<file path="src/rtl/alu_share_arb_if.sv">
// Request/response/ALU bundle for the shared-ALU arbiter.
// slave is the arbiter side, master is the requester/ALU side.
interface alu_share_arb_if #(
  parameter int DATA_W = 64,
  parameter int OP_W   = 5
);
  logic              flush;
  logic [1:0]        req_valid;
  logic [1:0]        req_ready;
  logic [OP_W-1:0]   req_op0;
  logic [OP_W-1:0]   req_op1;
  logic [DATA_W-1:0] req_src1_0;
  logic [DATA_W-1:0] req_src2_0;
  logic [DATA_W-1:0] req_src1_1;
  logic [DATA_W-1:0] req_src2_1;
  logic [1:0]        resp_valid;
  logic [1:0]        resp_ready;
  logic [DATA_W-1:0] resp_data;
  logic [OP_W-1:0]   alu_op;
  logic [DATA_W-1:0] alu_src1;
  logic [DATA_W-1:0] alu_src2;
  logic [DATA_W-1:0] alu_result;
  logic              busy;

  modport slave (
    input  flush, req_valid, req_op0, req_op1,
           req_src1_0, req_src2_0, req_src1_1, req_src2_1,
           resp_ready, alu_result,
    output req_ready, resp_valid, resp_data,
           alu_op, alu_src1, alu_src2, busy
  );

  modport master (
    output flush, req_valid, req_op0, req_op1,
           req_src1_0, req_src2_0, req_src1_1, req_src2_1,
           resp_ready, alu_result,
    input  req_ready, resp_valid, resp_data,
           alu_op, alu_src1, alu_src2, busy
  );
endinterface

</file>
<file path="src/rtl/alu_share_arb.sv">
// Two-port round-robin arbiter that time-shares one combinational ALU:
// accept (IDLE) -> drive ALU and capture result (EXEC) -> return result (RESP).
module alu_share_arb #(
  parameter int DATA_W = 64,
  parameter int OP_W   = 5
) (
  input  logic           clk,
  input  logic           rst_n,
  alu_share_arb_if.slave bus
);

  typedef enum logic [1:0] {
    IDLE = 2'd0,
    EXEC = 2'd1,
    RESP = 2'd2
  } state_t;

  state_t            state_r;
  state_t            state_nxt_s;
  logic              rr_ptr_r;
  logic              owner_r;
  logic [OP_W-1:0]   op_r;
  logic [DATA_W-1:0] src1_r;
  logic [DATA_W-1:0] src2_r;
  logic [DATA_W-1:0] res_r;

  logic              winner_s;
  logic              accept_s;
  logic              resp_fire_s;
  logic [1:0]        req_ready_s;
  logic [1:0]        resp_valid_s;
  logic              busy_s;

  // Grant winner: a lone requester wins, otherwise rr_ptr decides
  always_comb begin
    winner_s = 1'b0;
    case (bus.req_valid)
      2'b01:   winner_s = 1'b0;
      2'b10:   winner_s = 1'b1;
      2'b11:   winner_s = rr_ptr_r;
      default: winner_s = 1'b0;
    endcase
  end

  // rst_n gating keeps req_ready low while reset is asserted
  assign accept_s    = (state_r == IDLE) && !bus.flush && (|bus.req_valid) && rst_n;
  assign resp_fire_s = (state_r == RESP) && bus.resp_ready[owner_r];

  // State register
  always_ff @(posedge clk or negedge rst_n) begin
    if (!rst_n) begin
      state_r <= IDLE;
    end else begin
      state_r <= state_nxt_s;
    end
  end

  // Next-state logic; flush returns to IDLE from anywhere
  always_comb begin
    state_nxt_s = state_r;
    if (bus.flush) begin
      state_nxt_s = IDLE;
    end else begin
      case (state_r)
        IDLE:    state_nxt_s = accept_s ? EXEC : IDLE;
        EXEC:    state_nxt_s = RESP;
        RESP:    state_nxt_s = resp_fire_s ? IDLE : RESP;
        default: state_nxt_s = IDLE;
      endcase
    end
  end

  // Output decode from state and owner
  always_comb begin
    req_ready_s  = 2'b00;
    resp_valid_s = 2'b00;
    busy_s       = 1'b0;
    case (state_r)
      IDLE: begin
        if (accept_s) begin
          req_ready_s = {winner_s, ~winner_s};
        end else begin
          req_ready_s = 2'b00;
        end
      end
      EXEC: begin
        busy_s = 1'b1;
      end
      RESP: begin
        busy_s       = 1'b1;
        resp_valid_s = {owner_r, ~owner_r};
      end
      default: begin
        busy_s = 1'b0;
      end
    endcase
  end

  // Operand/owner capture on accept; rr_ptr points at the loser, untouched by flush
  always_ff @(posedge clk or negedge rst_n) begin
    if (!rst_n) begin
      op_r     <= {OP_W{1'b0}};
      src1_r   <= {DATA_W{1'b0}};
      src2_r   <= {DATA_W{1'b0}};
      owner_r  <= 1'b0;
      rr_ptr_r <= 1'b0;
    end else if (accept_s) begin
      op_r     <= winner_s ? bus.req_op0 ^ bus.req_op0 ^ bus.req_op1 : bus.req_op0;
      src1_r   <= winner_s ? bus.req_src1_1 : bus.req_src1_0;
      src2_r   <= winner_s ? bus.req_src2_1 : bus.req_src2_0;
      owner_r  <= winner_s;
      rr_ptr_r <= ~winner_s;
    end
  end

  // Result capture from the shared ALU during EXEC
  always_ff @(posedge clk or negedge rst_n) begin
    if (!rst_n) begin
      res_r <= {DATA_W{1'b0}};
    end else if (state_r == EXEC) begin
      res_r <= bus.alu_result;
    end
  end

  assign bus.req_ready  = req_ready_s;
  assign bus.resp_valid = resp_valid_s;
  assign bus.resp_data  = res_r;
  assign bus.alu_op     = op_r;
  assign bus.alu_src1   = src1_r;
  assign bus.alu_src2   = src2_r;
  assign bus.busy       = busy_s;

endmodule

</file>
<file path="src/flat_wrapper.sv">
// flat-port wrapper written by rule: the top's interface ports become plain ports
module alu_share_arb_flat 
#(
  parameter int DATA_W = 64,
  parameter int OP_W   = 5
)
  (clk, rst_n, bus_flush, bus_req_valid, bus_req_op0, bus_req_op1, bus_req_src1_0, bus_req_src2_0, bus_req_src1_1, bus_req_src2_1, bus_resp_ready, bus_alu_result, bus_req_ready, bus_resp_valid, bus_resp_data, bus_alu_op, bus_alu_src1, bus_alu_src2, bus_busy);
  alu_share_arb_if #(.DATA_W(DATA_W), .OP_W(OP_W)) bus_i ();
  input  logic clk;
  input  logic rst_n;
  input wire logic [$bits(bus_i.flush)-1:0] bus_flush;
  input wire logic [$bits(bus_i.req_valid)-1:0] bus_req_valid;
  input wire logic [$bits(bus_i.req_op0)-1:0] bus_req_op0;
  input wire logic [$bits(bus_i.req_op1)-1:0] bus_req_op1;
  input wire logic [$bits(bus_i.req_src1_0)-1:0] bus_req_src1_0;
  input wire logic [$bits(bus_i.req_src2_0)-1:0] bus_req_src2_0;
  input wire logic [$bits(bus_i.req_src1_1)-1:0] bus_req_src1_1;
  input wire logic [$bits(bus_i.req_src2_1)-1:0] bus_req_src2_1;
  input wire logic [$bits(bus_i.resp_ready)-1:0] bus_resp_ready;
  input wire logic [$bits(bus_i.alu_result)-1:0] bus_alu_result;
  output wire logic [$bits(bus_i.req_ready)-1:0] bus_req_ready;
  output wire logic [$bits(bus_i.resp_valid)-1:0] bus_resp_valid;
  output wire logic [$bits(bus_i.resp_data)-1:0] bus_resp_data;
  output wire logic [$bits(bus_i.alu_op)-1:0] bus_alu_op;
  output wire logic [$bits(bus_i.alu_src1)-1:0] bus_alu_src1;
  output wire logic [$bits(bus_i.alu_src2)-1:0] bus_alu_src2;
  output wire logic [$bits(bus_i.busy)-1:0] bus_busy;
  assign bus_i.flush = bus_flush;
  assign bus_i.req_valid = bus_req_valid;
  assign bus_i.req_op0 = bus_req_op0;
  assign bus_i.req_op1 = bus_req_op1;
  assign bus_i.req_src1_0 = bus_req_src1_0;
  assign bus_i.req_src2_0 = bus_req_src2_0;
  assign bus_i.req_src1_1 = bus_req_src1_1;
  assign bus_i.req_src2_1 = bus_req_src2_1;
  assign bus_i.resp_ready = bus_resp_ready;
  assign bus_i.alu_result = bus_alu_result;
  assign bus_req_ready = bus_i.req_ready;
  assign bus_resp_valid = bus_i.resp_valid;
  assign bus_resp_data = bus_i.resp_data;
  assign bus_alu_op = bus_i.alu_op;
  assign bus_alu_src1 = bus_i.alu_src1;
  assign bus_alu_src2 = bus_i.alu_src2;
  assign bus_busy = bus_i.busy;
  alu_share_arb #(.DATA_W(DATA_W), .OP_W(OP_W)) u_core (.clk(clk), .rst_n(rst_n), .bus(bus_i));
endmodule
</file>
<file path="config.mk">
export PLATFORM = sky130hd
export DESIGN_NAME = alu_share_arb_flat
export DESIGN_NICKNAME = d
export VERILOG_FILES = /design/src/rtl/alu_share_arb_if.sv /design/src/rtl/alu_share_arb.sv /design/src/flat_wrapper.sv
export SDC_FILE = /design/constraint.sdc
export NUM_CORES = 1
export LEC_CHECK = 0
export BUFFER_PORTS_ARGS = -buffer_cell sky130_fd_sc_hd__buf_4
export CAP_MARGIN = 5
export CORE_AREA = 4 4 205 207
export DETAILED_ROUTE_END_ITERATION = 12
export DIE_AREA = 0 0 209 211
export GPL_TIMING_DRIVEN = 0
export HOLD_SLACK_MARGIN = 0.12
export PLACE_DENSITY = 0.48
export RECOVER_POWER = 100
export SETUP_SLACK_MARGIN = 0.2
export SYNTH_ARGS = -nofsm -noshare
export SYNTH_HDL_FRONTEND = slang
export SYNTH_SLANG_ARGS = --single-unit
</file>
<file path="constraint.sdc">
create_clock -name clk -period 2.3 [get_ports clk]
set_input_delay 0.46 -clock clk [delete_from_list [all_inputs] [get_ports clk]]
set_output_delay 0.46 -clock clk [all_outputs]
set_load 0.01 [all_outputs]
</file>
==> results.txt, run 1 <==
- Fraction of registers with async set/reset: 1.000
- The number of nets in the synthesized netlist is 1,106.
- Startpoint type of the worst setup path: flip-flop
- Area of the die: 0.04410 sq mm
- Parity-gate share of the synthesized area counting xor and xnor cells: 0
- CTS Root Cell: sky130_fd_sc_hd__clkbuf_16
* Max-capacitance violation count: 0
* Final RePlAce weighted congestion: 0.8458
- Post-synthesis register bit count: 201
- After detailed routing, the average wire length per cell comes to 21.33 microns.
- Worst EP required: 1.84 ns
* Number of max-slew violations in the final report: 0
- Tot Pwr: 12.88 mW
- Setup total negative slack on the finished layout was measured at -0.1509 ns.
- The portion of synthesized area spent on multiplexers is 0.08301.
- From synthesis to final layout, the design area changed by 67.58%.
- Status: complete, but fails checks
- After global routing the overflow that remains totals 0.
- Floorplan core area: 0.04037 sq mm
- The number of different library cells used by synthesis comes to 26.
- Of the total synthesized cell area, the portion taken by full adders, half adders and majority gates is 0.004264.
- Sequential-to-total area share from yosys stat: 0.5714
- In the global route stage, overall resource usage came out at 0.1739.
- The cell count after synthesis came out at 766.
- Among all stages on the critical path, the largest delay is contributed by sky130_fd_sc_hd__dfrtp_1.
- The repair_antennas step left the layout with diodes totalling 0.
- Port buffering added 537 buffers.
- Chain of cells forming the critical path: inv_2 -> ha_4 -> nand3b_1 -> buf_6 -> buf_12 -> buf_8 -> nor3b_4 -> buf_6
- Across the routed clock network, the largest skew measured is 0.01058 ns.
* Tightest hold margin: -0.1631 ns
- FF-to-FF End: u_core.bus.alu_src1[23]
* Total wirelength of the detailed-routed design: 40,810 microns
* Max_slew headroom: 0.5701
- Summing every instance area after synthesis gives 0.008802 sq mm.
- Count of synthesis-stage warnings from yosys: 0
- Once detail routing completed, the nets flagged for antenna violations numbered 0.
- Width of the chip: 209 microns
- In this run the register-to-register setup slack is 0.31 ns.
* Final setup vio count: 2
- The path class of the tightest hold or removal check is primary input to asynchronous set/reset pin.
- The number of global-route vias before repair was 9,244.
- DRC Markers: 0
* Effective utilization at floorplan: 0.2180
- Via count: 8,812
* Global-route wire length before repair: 59,750 microns
* Max Fclk: 0.4141 GHz
- Count of final hold-check violations: 95
- Number of buffers inserted during clock tree synthesis: 25
- DIE HEIGHT: 211 microns
- Buffer levels on the longest clock path: 3
* Endpoint arrival time on the critical path: 1.95 ns
- For the pin with the worst max-slew slack, the measured transition is 0.6449 ns.
* I/O pins: 539
- The critical path is of the flip-flop to output port type.
- By instance count, the cell type seen most on the critical path is sky130_fd_sc_hd__buf_6.
* Largest net degree at the start of global routing: 107
- Net count, final: 1,702
* Unrepaired setup endpoints after global routing: true
- For the worst-skew pair, the clock arrives at the later sink with an insertion delay of 0.53 ns.
- Once routing completed, OpenROAD measured the worst setup slack at -0.1148 ns.
- Crit-path max cell delay: 0.39 ns
* Std cell rows: 74
- The number of antenna violations at the first check in global routing is 0.
- The most used flip-flop cell after synthesis is sky130_fd_sc_hd__dfrtp_1.
- STA classifies the critical path endpoint as an output port.
* Mapped Avg Cell Area: 11.49 sq um
- The synthesized design contains 0 enable-type register cells.
- TritonCTS clock tree: built
- Compound-cell area share of the yosys netlist: 0.1545
- Detailed placement ended at an HPWL of 30,800 microns.
- Once layout is complete, the utilization of the core stands at 0.3654.
- Across the VDD grid, the largest voltage drop is 374.2 uV.
- For the worst flop-to-flop path, the logic depth is 8.
* CTS H-Tree Depth: 1
* Violated checks: negative hold slack, negative setup slack
- The worst register-to-register path begins at u_core.state_r[1].
* Worst-path fanout max: 2
- Cell family contributing the most delay on the critical path: buffers and inverters
- Portion of the clock cycle consumed by the worst path in the final layout: 1.050
* CTS Sinks: 201
* Final worst path period need: 2.415 ns
* Standby leakage power: 7.072 nW
* Clock Pin Slew Worst Setup and Hold Paths: 0.06 ns
* Sum of buffers and inverters on the critical path: 5
- Of the total synthesized cell area, the portion taken by AND, OR, NAND and NOR gates is 0.1396.
- After the first detailed-routing iteration, the DRC count stood at 489.
- Of the cells placed in the final design, the portion with a size suffix greater than 1 is 0.5091.
- Main combinational cell family by area after synthesis: compound AO/OA/AOI/OAI gates
* Power density over cell area: 873.1 mW/mm^2
- Vias per std cell: 4.606
* TritonRoute pass-1 iters: 5
==> per-stage QoR <==
stage / instances / instance area (sq um) / setup slack [ns]
4_1_cts: 1907 / 14680 / -0.1914
3_5_place_dp: 1836 / 13530 / -0.7182
3_3_place_gp: 1835 / 13500 / -2.334
6_report: 1913 / 14750 / -0.1148
2_1_floorplan: 766 / 8802 / 0.3455
5_1_grt: 1913 / 14750 / -0.2235
==> logic make-up (layout without fill, tap and decap cells) <==
group           Yosys count  after routing
fa+ha+maj                 3              3
mux                      65             65
compound gates          137            137
simple gates            276            276
flops                   201            201
buf+inv                  84            699
==> layer usage <==
metal / wire (microns) / vias to the layer above / GRT usage
li1: - / 4081 / -
met3: 3036 / 60 / 0.04292
met5: 0 / - / 0
met2: 20260 / 376 / 0.2978
met4: 1099 / 0 / 0.05153
met1: 16420 / 4295 / 0.2188
==> cells in the final DEF (no fill, tap or decap), types with 5 or more instances in the layout <==
master and instances:
sky130_fd_sc_hd__buf_2 16, sky130_fd_sc_hd__dlygate4sd3_1 16, sky130_fd_sc_hd__nand2_1 134, sky130_fd_sc_hd__clkbuf_16 26
sky130_fd_sc_hd__clkbuf_2 9, sky130_fd_sc_hd__clkinv_2 5, sky130_fd_sc_hd__buf_4 551, sky130_fd_sc_hd__buf_6 12
sky130_fd_sc_hd__dfrtp_1 201, sky130_fd_sc_hd__nor3_1 133, sky130_fd_sc_hd__clkbuf_1 46, sky130_fd_sc_hd__a221o_1 133
sky130_fd_sc_hd__mux2_2 60, sky130_fd_sc_hd__clkbuf_8 5
==> state kept, by name, indices dropped and copies added (netlist names) <==
register              cells
u_core.bus.resp_data     64
u_core.bus.alu_src1      64
u_core.bus.alu_op         5
u_core.rr_ptr_r           1
u_core.state_r            2
u_core.bus.alu_src2      64
u_core.owner_r            1
==> worst max path at each step <==
stage	start	endpoint	slack (ns)	cells after the start
2_1_floorplan	u_core.state_r[0]	bus_req_ready[0]	0.35	7
3_3_place_gp	rst_n	bus_req_ready[1]	-2.33	6
3_5_place_dp	rst_n	bus_req_ready[1]	-0.72	6
6_report	u_core.state_r[0]	bus_req_ready[0]	-0.11	8
4_1_cts	u_core.state_r[0]	bus_req_ready[0]	-0.19	8
5_1_grt	u_core.state_r[0]	bus_req_ready[0]	-0.22	8
==> cell type report <==
cell class	instances	area, sq um
Multi-Input combinational cell	481	3400
Buffer	81	474.2
Inverter	3	11.26
Tap cell	532	665.6
Clock buffer	38	724.4
Fill cell	4168	25620
Sequential cell	201	5030
Timing Repair Buffer	569	4352
Clock inverter	8	93.84
==> power by group <==
group / internal, mW / switching (mW)
clock network: 2.39 / 1.59
logic: 2.24 / 1.73
registers: 4.40 / 0.541
total: 9.02 / 3.85
==> worst register-to-register path, delay by kind of cell, from the launching register on <==
kind	cells	cell delay, ns
buf+inv	4	0.81
flops	1	0.36
compound gates	1	0.30
simple gates	2	0.25
fa+ha+maj	1	0.15
==> repair_timing <==
item	CTS	global route
resized for setup	31	11
setup buffers	10	5
hold endpoints to repair	110	96
setup endpoints to repair	123	69
hold buffers	15	1
pin swaps	2	2
==> cell usage after synthesis, drive strengths merged, types with 2 or more instances <==
| library cell | instances | area, sq um |
|---|---|---|
| nor3 | 133 | 665.6 |
| clkbuf | 49 | 183.9 |
| buf | 32 | 220.2 |
| a221o | 133 | 1331 |
| and2 | 2 | 12.51 |
| dfrtp | 201 | 5030 |
| inv | 3 | 11.26 |
| ha | 3 | 37.54 |
| nand2 | 134 | 503.0 |
| mux2 | 64 | 720.7 |
| a21o | 2 | 15.01 |
Power figures use the tool's default switching activity.
==> inputs of run 2 (changes only) <==
Settings changed: BUFFER_PORTS_ARGS -buffer_cell sky130_fd_sc_hd__buf_4 to not set, DONT_BUFFER_PORTS set to 1, PLACE_DENSITY 0.48 to 0.37.
==> run 2 against run 1 <==
  * Cell count fell by 19%
  * Total power decreased by 13%
  * The run still ends with negative hold slack, negative setup slack left
  * Worst setup slack better by 0.11 ns
  * Flip-flop and latch count did not move
  * Critical path depth down 1
  * Critical path type unchanged
==> results.txt, run 2 (synthesized netlist as in run 1, its figures left out) <==
- Sum of buffers and inverters on the critical path: 4 (was 5)
- Placed Cells incl. Taps: 1,298 (was 1,836)
- 1st-iter DRT viols: 594 (was 489)
* TritonRoute pass-1 iters: 4 (was 5)
- Unrepaired setup endpoints after global routing: true (unchanged).
- The worst-case setup margin in the final layout came to -0.004945 ns (was -0.1148 ns).
- The area taken by multi-input logic gates came to 0.003387 sq mm (was 0.003400 sq mm).
- The number of buffers added to fix hold violations after cts is 198 (was 15).
- The last weighted congestion value of the routability-driven placer is 0.8113 (was 0.8458).
* Transition time at the pin with the least slew margin: 0.8304 ns (was 0.6449 ns)
* Max Fclk: 0.4339 GHz (was 0.4141 GHz)
* Reg2Reg Depth: 9 (was 8)
- Number of buffers inserted during clock tree synthesis: 24 (was 25)
- Antenna violations before repair: 0 (unchanged)
* Chain of cells forming the critical path: inv_2 -> ha_4 -> nand3b_1 -> buf_6 -> buf_12 -> buf_8 -> nor3b_4 (was inv_2 -> ha_4 -> nand3b_1 -> buf_6 -> buf_12 -> buf_8 -> nor3b_4 -> buf_6)
* Max-capacitance violation count: 0 (unchanged)
* Net count, final: 1,344 (was 1,702)
- The count of port buffers added during placement is 0 (was 537).
* Final Instance Area: 0.01248 sq mm (was 0.01475 sq mm)
- Floorplan core area: 0.04037 sq mm (unchanged)
* Vias per std cell: 4.855 (was 4.606)
- The worst clock skew on the final layout is 0.006816 ns (was 0.01058 ns).
- The wire length after detailed routing was 36,090 microns (was 40,810 microns).
* Share of post-route cells with drive strength above 1: 0.1624 (was 0.5091)
* Violated checks: negative hold slack, negative setup slack (unchanged)
- The critical register-to-register path endpoint was u_core.bus.alu_src2[48] (was u_core.bus.alu_src1[23]).
- Tightest hold margin: -0.3579 ns (was -0.1631 ns)
- The die area was 0.04410 sq mm (unchanged).
- The final antenna-violating net count came to 0 (unchanged).
* CTS Root Cell: sky130_fd_sc_hd__clkbuf_16 (unchanged)
- The peak supply drop is 380.2 uV (was 374.2 uV).
* TritonCTS clock tree: built (unchanged)
- CTS H-Tree Depth: 1 (unchanged)
* Count of final hold-check violations: 201 (was 95)
- Highest-count cells in the layout ignoring fill and taps: sky130_fd_sc_hd__dfrtp_1, sky130_fd_sc_hd__dlygate4sd3_1, sky130_fd_sc_hd__nand2_1 (was sky130_fd_sc_hd__buf_4, sky130_fd_sc_hd__dfrtp_1, sky130_fd_sc_hd__nand2_1).
* Fillers: 4,147 (was 4,168)
- Overall fraction of global-route tracks in use: 0.1525 (was 0.1739)
- The power density relative to cell area is 902.5 mW/mm^2 (was 873.1 mW/mm^2).
- I/O pins: 539 (unchanged)
* Reg-to-reg setup timing slack: 0.01 ns (was 0.31 ns)
- Worst EP required: 1.84 ns (about the same)
- The placed wire-length estimate is 26,270 microns (was 30,800 microns).
- The post-route clock period utilization is 1.002 (was 1.050).
- Clock network latency to the later pin of the worst-skew pair: 0.52 ns (was 0.53 ns)
- The total via count after detailed routing is 7,545 (was 8,812).
- The number of antenna diodes came to 0 (unchanged).
* CP Capture Type: output port (unchanged)
- The wire length per cell after detailed routing was 23.23 microns (was 21.33 microns).
* CTS Sinks: 201 (unchanged)
- Hold/Removal Path Class: primary input to asynchronous set/reset pin (unchanged)
- The leakage power total was 5.202 nW (was 7.072 nW).
- Final setup vio count: 1 (was 2)
- Final worst path period need: 2.305 ns (was 2.415 ns)
- The leading cell type in the layout, fill and taps excluded is sky130_fd_sc_hd__dfrtp_1 (was sky130_fd_sc_hd__buf_4).
- Std cell rows: 74 (unchanged)
* Number of logic stages on the critical path including buffering: 7 (was 8)
* DRC Markers: 0 (unchanged)
* Number of max-slew violations in the final report: 0 (unchanged)
- Number of non-filler instances in the completed layout: 1,554 (was 1,913)
* Width of the chip: 209 microns (unchanged)
- The maximum single-stage delay on the critical path was 0.39 ns (about the same).
* Standard cell area after detailed placement: 0.009468 sq mm (was 0.01353 sq mm)
- Via count of the first global-routing pass: 8,023 (was 9,244)
- The pin count of the biggest net entering global routing came to 204 (was 107).
- Effective utilization at floorplan: 0.2180 (unchanged)
* Slowest library cell on the worst path: sky130_fd_sc_hd__dfrtp_1 (unchanged)
- The wire length of the first global-routing pass came to 52,650 microns (was 59,750 microns).
* Cell family contributing the most delay on the critical path: buffers and inverters (unchanged)
* Remaining Overflow, GRT: 0 (unchanged)
- The buffer levels on the longest clock path came to 3 (unchanged).
* Critical path type: flip-flop to output port (unchanged)
- Max_slew headroom: 0.4463 (was 0.5701)
- Startpoint type of the worst setup path: flip-flop (unchanged)
- Status: complete, but fails checks (unchanged)
- Area delta synth->final: 41.83% (was 67.58%)
- Area taken by flip-flops and latches: 0.005030 sq mm (unchanged)
- DIE HEIGHT: 211 microns (unchanged)
- Endpoint arrival time on the critical path: 1.84 ns (was 1.95 ns)
- The clock-pin slew on the worst setup and hold paths came to 0.06 ns (about the same).
* Utilization after layout: 0.3093 (was 0.3654)
- The largest fanout of any net on the critical path is 5 (was 2).
* Startpoint of the worst register-to-register path: u_core.state_r[1] (unchanged)
==> run 2: changes by cell type in the layout (fill, tap and decap cells not counted), sizes merged <==
cell,before,now
inv,4,3
buf,584,42
clkinvlp,0,1
clkinv,5,3
dlygate4sd3,16,198
clkbuf,88,91
==> run 2: how the worst max path moves through the flow <==
stage                      startpoint                      end  slack [ns]
floorplan           u_core.state_r[0]         bus_req_ready[0]        0.35
global placement     bus_req_valid[0]  u_core.bus.alu_src2[44]       -0.11
detailed placement   bus_req_valid[0]  u_core.bus.alu_src2[41]       -0.14
CTS                 u_core.state_r[0]         bus_req_ready[0]       -0.11
global route        u_core.state_r[1]         bus_req_ready[0]       -0.13
finish              u_core.state_r[1]         bus_req_ready[0]      -0.005
==> run 2: area by class of cell <==
class                           count  area share
Multi-Input combinational cell    481      0.2713
Tap cell                          532     0.05332
Timing Repair Buffer              212      0.1677
Inverter                            3   0.0009020
Clock buffer                       38     0.05803
Sequential cell                   201      0.4029
Clock inverter                      6    0.006615
Buffer                             81     0.03929
==> run 2: timing repair <==
item / CTS / global route
setup buffers: 6 / 7
setup endpoints to repair: 133 / 16
gates resized for setup: 26 / 42
endpoints found under the hold margin: 399 / 201
cloned: 1 / 0
pin swaps: 2 / 2
==> run 2: per-layer routing <==
layer | track usage | wire (microns)
met1 | 0.1848 | 14040
met2 | 0.2603 | 17770
met3 | 0.03980 | 2829
met4 | 0.06076 | 1447
met5 | 0 | 0
==> run 2: where the power goes <==
part	switching, mW	leakage (nW)	internal (mW)
Clock	1.51	0.394	2.38
Sequential	1.23	2.47	4.40
Combinational	0.690	2.34	1.06
Total	3.43	5.20	7.84
==> run 2: per-stage QoR <==
stage | setup TNS, ns | setup WS (ns) | hold WS [ns] | power, mW
after detailed placement | -1.339 | -0.1409 | 0.1721 | 7.118
after global placement | -1.135 | -0.1118 | 0.1700 | 7.121
final | -0.004945 | -0.004945 | -0.3579 | 11.27
after floorplan | 0 | 0.3455 | 0.1644 | 6.457
after global routing | -8.730 | -0.1286 | -0.3885 | 11.77
after CTS | -0.1148 | -0.1148 | -0.3905 | 11.40
==> run 2: worst register-to-register path, stage by stage, from the launching register on <==
cell	delay [ns]
sky130_fd_sc_hd__dfrtp_1	0.39
sky130_fd_sc_hd__inv_2	0.08
sky130_fd_sc_hd__ha_4	0.13
sky130_fd_sc_hd__and3b_2	0.18
sky130_fd_sc_hd__clkbuf_4	0.12
sky130_fd_sc_hd__clkbuf_4	0.12
sky130_fd_sc_hd__o21ai_2	0.23
sky130_fd_sc_hd__clkbuf_2	0.33
sky130_fd_sc_hd__buf_4	0.24
sky130_fd_sc_hd__a221o_1	0.35
